$ cat config.mk
export PLATFORM = sky130hd
export DESIGN_NAME = dda_sequencer
export DESIGN_NICKNAME = d
export VERILOG_FILES = /design/src/rtl/dda_sequencer.sv
export SDC_FILE = /design/constraint.sdc
export NUM_CORES = 1
export LEC_CHECK = 0
export ABC_AREA = 1
export BUFFER_PORTS_ARGS = -buffer_cell sky130_fd_sc_hd__clkbuf_2
export CAP_MARGIN = 20
export CORE_MARGIN = 4
export CORE_UTILIZATION = 30
export CTS_BUF_LIST = sky130_fd_sc_hd__clkbuf_8 sky130_fd_sc_hd__clkbuf_16
export DETAILED_ROUTE_END_ITERATION = 16
export GPL_TIMING_DRIVEN = 0
export PLACE_DENSITY_LB_ADDON = 0.15
export SLEW_MARGIN = 20
export SYNTH_ARGS = -nofsm -noshare
export SYNTH_HDL_FRONTEND = slang
export SYNTH_SLANG_ARGS = --single-unit
$ cat constraint.sdc
create_clock -name clk -period 4.7 [get_ports clk]
set_input_delay 0.235 -clock clk [delete_from_list [all_inputs] [get_ports clk]]
set_output_delay 0.235 -clock clk [all_outputs]
set_load 0.1 [all_outputs]
$ cat src/rtl/dda_sequencer.sv
// Command decoder and step scheduler for the posit Van der Pol DDA integrator.
// Holds mu/icx/icy, paces integration steps with a prescaler and latches coherent snapshots.
module dda_sequencer #(
  parameter int N  = 16,
  parameter int DW = 16,
  parameter int SW = 32
) (
  input  logic          clk,
  input  logic          rst_n,
  input  logic          frame_valid,
  input  logic [31:0]   frame_data,
  input  logic [N-1:0]  x,
  input  logic [N-1:0]  y,
  input  logic          snap_req,
  output logic          dda_en,
  output logic          dda_load,
  output logic [N-1:0]  mu,
  output logic [N-1:0]  icx,
  output logic [N-1:0]  icy,
  output logic [N-1:0]  snap_x,
  output logic [N-1:0]  snap_y,
  output logic [SW-1:0] snap_step,
  output logic [SW-1:0] step_count,
  output logic          running,
  output logic          cmd_err
);

  typedef enum logic [1:0] {S_IDLE, S_LOAD, S_RUN, S_BURST} state_t;

  localparam logic [3:0] OP_WR_MU  = 4'h1;
  localparam logic [3:0] OP_WR_ICX = 4'h2;
  localparam logic [3:0] OP_WR_ICY = 4'h3;
  localparam logic [3:0] OP_WR_DIV = 4'h4;
  localparam logic [3:0] OP_LOAD   = 4'h5;
  localparam logic [3:0] OP_RUN    = 4'h6;
  localparam logic [3:0] OP_STOP   = 4'h7;
  localparam logic [3:0] OP_STEP   = 4'h8;

  state_t        state, next_state;
  logic [DW-1:0] div, div_cnt;
  logic [15:0]   remaining;
  logic          restart;
  logic          burst_start;
  logic          active;

  logic [3:0]  opcode;
  logic [15:0] payload;
  assign opcode  = frame_data[31:28];
  assign payload = frame_data[15:0];

  always_ff @(posedge clk) begin
    if (!rst_n) state <= S_IDLE;
    else        state <= next_state;
  end

  // Frame commands override the automatic LOAD->IDLE and burst-complete transitions.
  always_comb begin
    next_state  = state;
    restart     = 1'b0;
    burst_start = 1'b0;
    case (state)
      S_LOAD:  next_state = S_IDLE;
      S_BURST: if (dda_en && remaining == 16'd1) next_state = S_IDLE;
      default: ;
    endcase
    if (frame_valid) begin
      case (opcode)
        OP_LOAD: next_state = S_LOAD;
        OP_RUN: begin
          if (state == S_IDLE || state == S_BURST) begin
            next_state = S_RUN;
            restart    = 1'b1;
          end
        end
        OP_STOP: if (state != S_LOAD) next_state = S_IDLE;
        OP_STEP: begin
          if (payload != 16'd0 && state != S_LOAD) begin
            next_state  = S_BURST;
            burst_start = 1'b1;
            restart     = (state == S_IDLE);
          end
        end
        default: ;
      endcase
    end
  end

  always_comb begin
    active   = (state == S_RUN) || (state == S_BURST);
    running  = active;
    dda_load = (state == S_LOAD);
    dda_en   = active && (div_cnt >= div);
  end

  // Parameter registers and the command error pulse.
  always_ff @(posedge clk) begin
    if (!rst_n) begin
      mu      <= N'(16'h3000);
      icx     <= N'(16'h3000);
      icy     <= N'(16'h3000);
      div     <= DW'(16'd999);
      cmd_err <= 1'b0;
    end else begin
      cmd_err <= frame_valid && (opcode >= 4'h9);
      if (frame_valid) begin
        case (opcode)
          OP_WR_MU:  mu  <= payload[N-1:0];
          OP_WR_ICX: icx <= payload[N-1:0];
          OP_WR_ICY: icy <= payload[N-1:0];
          OP_WR_DIV: div <= payload[DW-1:0];
          default: ;
        endcase
      end
    end
  end

  // Prescaler, burst counter and step counter.
  always_ff @(posedge clk) begin
    if (!rst_n) begin
      div_cnt    <= '0;
      remaining  <= '0;
      step_count <= '0;
    end else begin
      if (!(next_state == S_RUN || next_state == S_BURST) || restart || dda_en)
        div_cnt <= '0;
      else
        div_cnt <= div_cnt + 1'b1;

      if (burst_start)
        remaining <= payload;
      else if (next_state != S_BURST)
        remaining <= '0;
      else if (dda_en)
        remaining <= remaining - 16'd1;

      if (frame_valid && opcode == OP_LOAD)
        step_count <= '0;
      else if (dda_en)
        step_count <= step_count + 1'b1;
    end
  end

  // Sampling pre-edge values keeps the snapshot coherent with a coincident step.
  always_ff @(posedge clk) begin
    if (!rst_n) begin
      snap_x    <= '0;
      snap_y    <= '0;
      snap_step <= '0;
    end else if (snap_req) begin
      snap_x    <= x;
      snap_y    <= y;
      snap_step <= step_count;
    end
  end

endmodule

==> PnR_summary.wiki <==
{| class="wikitable"
! Metric !! Value
|-
| Cell chosen for the clock root || sky130_fd_sc_hd__clkbuf_16
|-
| Fraction of layout instances using a drive strength above 1 || 20.42%
|-
| DR DRC count || 0
|-
| Number of clock buffers inserted by TritonCTS || 17
|-
| Total of buffers placed on input and output ports || 202
|-
| TritonCTS clock tree || yes
|-
| Nets in the synthesized netlist || 1,312
|-
| Ranking of synthesized cells by area || sky130_fd_sc_hd__dfxtp_1, sky130_fd_sc_hd__nor2_1, sky130_fd_sc_hd__nand2_1
|-
| Count of fill cells added during filler insertion || 3,143
|-
| Number of standard cells in the layout, taps in and fillers out || 1,843
|-
| CTS clock-pin slew for the worst setup and hold paths || 0.08 ns
|-
| Final Cycle Share || 66.91%
|-
| Async S/R FF share, synth || 0%
|-
| Area delta synth->final || 24.22%
|-
| Number of top-level design ports || 216
|-
| Final clock skew || 0.01447 ns
|-
| Count of placed standard cells including taps || 1,807
|-
| Core Box Area || 29,010 µm²
|-
| Final number of hold-violating endpoints || 0
|-
| Crit-path slowest cell || sky130_fd_sc_hd__clkbuf_2
|-
| Synthesized-area fraction occupied by ao, oa, aoi and oai cells || 12.95%
|-
| Dominant combinational cell family by area after synthesis || simple AND/OR/NAND/NOR gates
|-
| Number of nets still failing antenna checks after routing || 0
|-
| Setup repair after global routing missed its margin || no
|-
| Maximum number of pins on one net before global-route repair || 19
|-
| Sequential standard cell area || 3904 µm²
|-
| Cell count after synthesis || 1,220
|-
| Run status || finished clean
|-
| Yosys reg bits || 195
|-
| Number of unique standard cell types used by synthesis || 42
|-
| Total global-route track usage || 19.14%
|-
| Post-Syn Area per Cell || 7.312 µm²
|-
| Number of nets in the layout || 1,539
|-
| CTS sink cnt || 195
|-
| Total routed wirelength || 31,290 µm
|-
| Slew at the pin closest to its max-slew limit || 0.9698 ns
|-
| Initial antenna violation count || 0
|-
| Die width || 180.4 µm
|-
| Sequential cell area fraction in the yosys report || 43.76%
|-
| Leakage dissipation || 5.030 nW
|-
| Setup TNS || 0 ns
|-
| IR Drop Worst-Case VDD || 0.0002207 V
|-
| Crit path max fanout || 10
|-
| Fraction of post-synthesis cell area in the top cell type by area || 43.76%
|-
| Worst path max stage delay || 0.51 ns
|-
| Number of H-tree branching levels || 4
|-
| Source-to-sink clock delay at the later pin of the worst-skew pair || 0.45 ns
|-
| Iteration count of the initial detailed-routing pass || 5
|-
| Adder and majority gate portion of the synthesized area || 3.366%
|-
| Total gr overflow || 0
|-
| Violation count after the first detailed-routing iteration || 620
|-
| Most instantiated flip-flop cell in the synthesis netlist || sky130_fd_sc_hd__dfxtp_1
|-
| Via density || 4.759
|-
| Via total after detailed routing || 8,770
|-
| F_max || 318.0 MHz
|-
| Worst setup path class || flip-flop to primary output
|-
| Number of standard-cell rows in the floorplan || 62
|-
| Worst slew margin || 35.11%
|-
| Final min period || 3.145 ns
|-
| Total number of yosys warnings || 0
|-
| Nature of the critical path startpoint || flip-flop
|-
| Final antenna diode count || 0
|-
| Multi-input gate area in the final layout || 4389 µm²
|-
| Clock Path Buffers || 2
|-
| Worst Path Arrival || 2.91 ns
|-
| Final setup violation count || 0
|-
| Kind of capture point of the worst setup path || primary output
|-
| Drt wl/cell || 16.98 µm
|-
| Number of synthesized flops with an enable pin || 0
|-
| Multiplexer share of the synthesized area || 0%
|-
| Leading area contributor after synthesis || sky130_fd_sc_hd__dfxtp_1
|-
| Cell Pwr Density || 347.6 nW/µm²
|-
| Y dimension of the die || 180.4 µm
|-
| Hold Path Class || primary input to flip-flop
|-
| Post-CTS Resized || 0
|-
| Post-layout total power || 3.852 mW
|-
| Gpl congestion || 0.8862
|-
| Library cell appearing most often on the critical path || sky130_fd_sc_hd__nand2_1
|-
| XOR/XNOR Fraction of Synth Area || 4.418%
|-
| Detailed Place HPWL || 23,570 µm
|-
| First-pass GRT wire length || 49,490 µm
|-
| Max-slew violation total from the final report || 0
|-
| Number of global-route vias before repair || 8,643
|-
| Number of max-capacitance violations reported || 0
|-
| Most instantiated library cell after synthesis || sky130_fd_sc_hd__nor2_1
|-
| CP required || 4.47 ns
|-
| Die footprint || 32,560 µm²
|-
| Synthesized-area fraction occupied by and/or/nand/nor cells || 28.42%
|-
| Most common library cells after synthesis || sky130_fd_sc_hd__nor2_1, sky130_fd_sc_hd__nand2_1, sky130_fd_sc_hd__dfxtp_1
|-
| Effective utilization at floorplan || 30.75%
|-
| Mapped cell area || 8921 µm²
|-
| Cell Chain, Critical Path || inv_1, ha_1, nand2_1, nor2_1, nor2_1, nand2_1, nand2_1, nand2_1, nand2_1, nand2_2, nand2_4, clkinv_2, buf_6, buf_2, clkbuf_2
|}
## per-layer routing
layer	wire [µm]	vias up	share of wire (%)	track usage, %
li1	-	4395	-	-
met1	13880	4077	44	24.90
met2	14860	259	47	32.16
met3	1828	39	5.8	4.199
met4	722	0	2.3	5.293
met5	0	-	0	0
## registers in the layout, indices dropped and copies added, names as in the netlist
name        count
icx            16
snap_step      32
div            16
state           2
snap_x         16
div_cnt        16
icy            16
snap_y         16
step_count     32
cmd_err         1
remaining      16
mu             16
## through the flow
| stage | utilization, % | instance area, µm² | worst slack [ns] | hold slack [ns] |
|---|---|---|---|---|
| 5_1_grt | 38.20 | 11080 | 1.352 | 0.01636 |
| 3_5_place_dp | 35.93 | 10430 | 2.015 | 0.4602 |
| 3_3_place_gp | 35.89 | 10410 | 1.873 | 0.4534 |
| 2_1_floorplan | - | 8921 | 2.337 | 0.3613 |
| 4_1_cts | 38.20 | 11080 | 1.524 | 0.0002071 |
| 6_report | 38.20 | 11080 | 1.555 | 0.01719 |
## cell families after synthesis
kind of cell             after synthesis
AO/OA/AOI/OAI                        222
buffers and inverters                154
XOR/XNOR                              45
flip-flops                           195
AND/OR/NAND/NOR                      580
adder cells (fa/ha/maj)               24
## repair_timing
action,4_1_cts,5_1_grt
hold endpoints to repair,5,0
hold buffers,5,0
buffers inserted,0,0
## worst max-delay path: cells and delay by family (launching register included)
kind | cells | cell delay [ns]
buffers and inverters | 5 | 1.12
and+or+nand+nor | 9 | 0.65
DFF | 1 | 0.40
adders and majority gates | 1 | 0.27
## layout by cell type, fill, tap and decap left out, types with 2 or more instances in the layout
master                          synthesis  routed
sky130_fd_sc_hd__nor2_1               245     245
sky130_fd_sc_hd__clkbuf_2               0     202
sky130_fd_sc_hd__nand2_1              199     199
sky130_fd_sc_hd__dfxtp_1              195     195
sky130_fd_sc_hd__o21ai_0              126     126
sky130_fd_sc_hd__inv_1                 95      95
sky130_fd_sc_hd__a21oi_1               81      81
sky130_fd_sc_hd__xor2_1                40      40
sky130_fd_sc_hd__clkbuf_1              39      39
sky130_fd_sc_hd__nor3_1                35      34
sky130_fd_sc_hd__nand3_1               30      30
sky130_fd_sc_hd__ha_1                  24      24
sky130_fd_sc_hd__clkbuf_16              0      17
sky130_fd_sc_hd__nor2_2                15      15
sky130_fd_sc_hd__nand4_1               12      12
sky130_fd_sc_hd__nor4_1                10      10
sky130_fd_sc_hd__nand2_2                7       7
sky130_fd_sc_hd__buf_2                  7       7
sky130_fd_sc_hd__nor3_2                 6       7
sky130_fd_sc_hd__buf_6                  6       6
sky130_fd_sc_hd__o211ai_1               6       6
sky130_fd_sc_hd__inv_2                  5       5
sky130_fd_sc_hd__xnor2_1                5       5
sky130_fd_sc_hd__dlygate4sd3_1          0       5
sky130_fd_sc_hd__nand3b_1               4       4
sky130_fd_sc_hd__nand2_4                3       3
sky130_fd_sc_hd__nor2_4                 3       3
sky130_fd_sc_hd__nand3_2                3       3
sky130_fd_sc_hd__inv_6                  0       3
sky130_fd_sc_hd__clkinv_4               0       3
sky130_fd_sc_hd__inv_8                  0       3
sky130_fd_sc_hd__or2_2                  2       2
sky130_fd_sc_hd__clkinv_2               1       2
sky130_fd_sc_hd__nor3b_1                2       2
sky130_fd_sc_hd__bufinv_16              0       2
## final timing paths
path | start | slack, ns | to | cells after the start
hold reg to reg | div_cnt[0]$_SDFF_PP0_ | 0.48 | div_cnt[0]$_SDFF_PP0_ | 1
setup / recovery | div_cnt[0]$_SDFF_PP0_ | 1.56 | dda_en | 15
hold / removal | y[5] | 0.02 | snap_y[5]$_SDFFE_PN0P_ | 3
setup reg to reg | div_cnt[0]$_SDFF_PP0_ | 2.25 | div_cnt[15]$_SDFF_PP0_ | 17
## power by group
group,total (mW),switching [mW],internal [mW]
combinational,0.566,0.473,0.0929
sequential,1.72,0.0234,1.70
clock,1.57,0.746,0.820
total,3.85,1.24,2.61
## area by class of cell
cell class | count | share of cell area [%]
multi-input cells | 871 | 39.61
flip-flops and latches | 195 | 35.23
repair buffers | 208 | 9.642
well taps | 384 | 4.336
clock buffers | 18 | 3.963
inverters | 102 | 3.466
plain buffers | 52 | 2.247
clock inverters | 13 | 1.513
No activity file was read; power rests on OpenSTA's default activity.
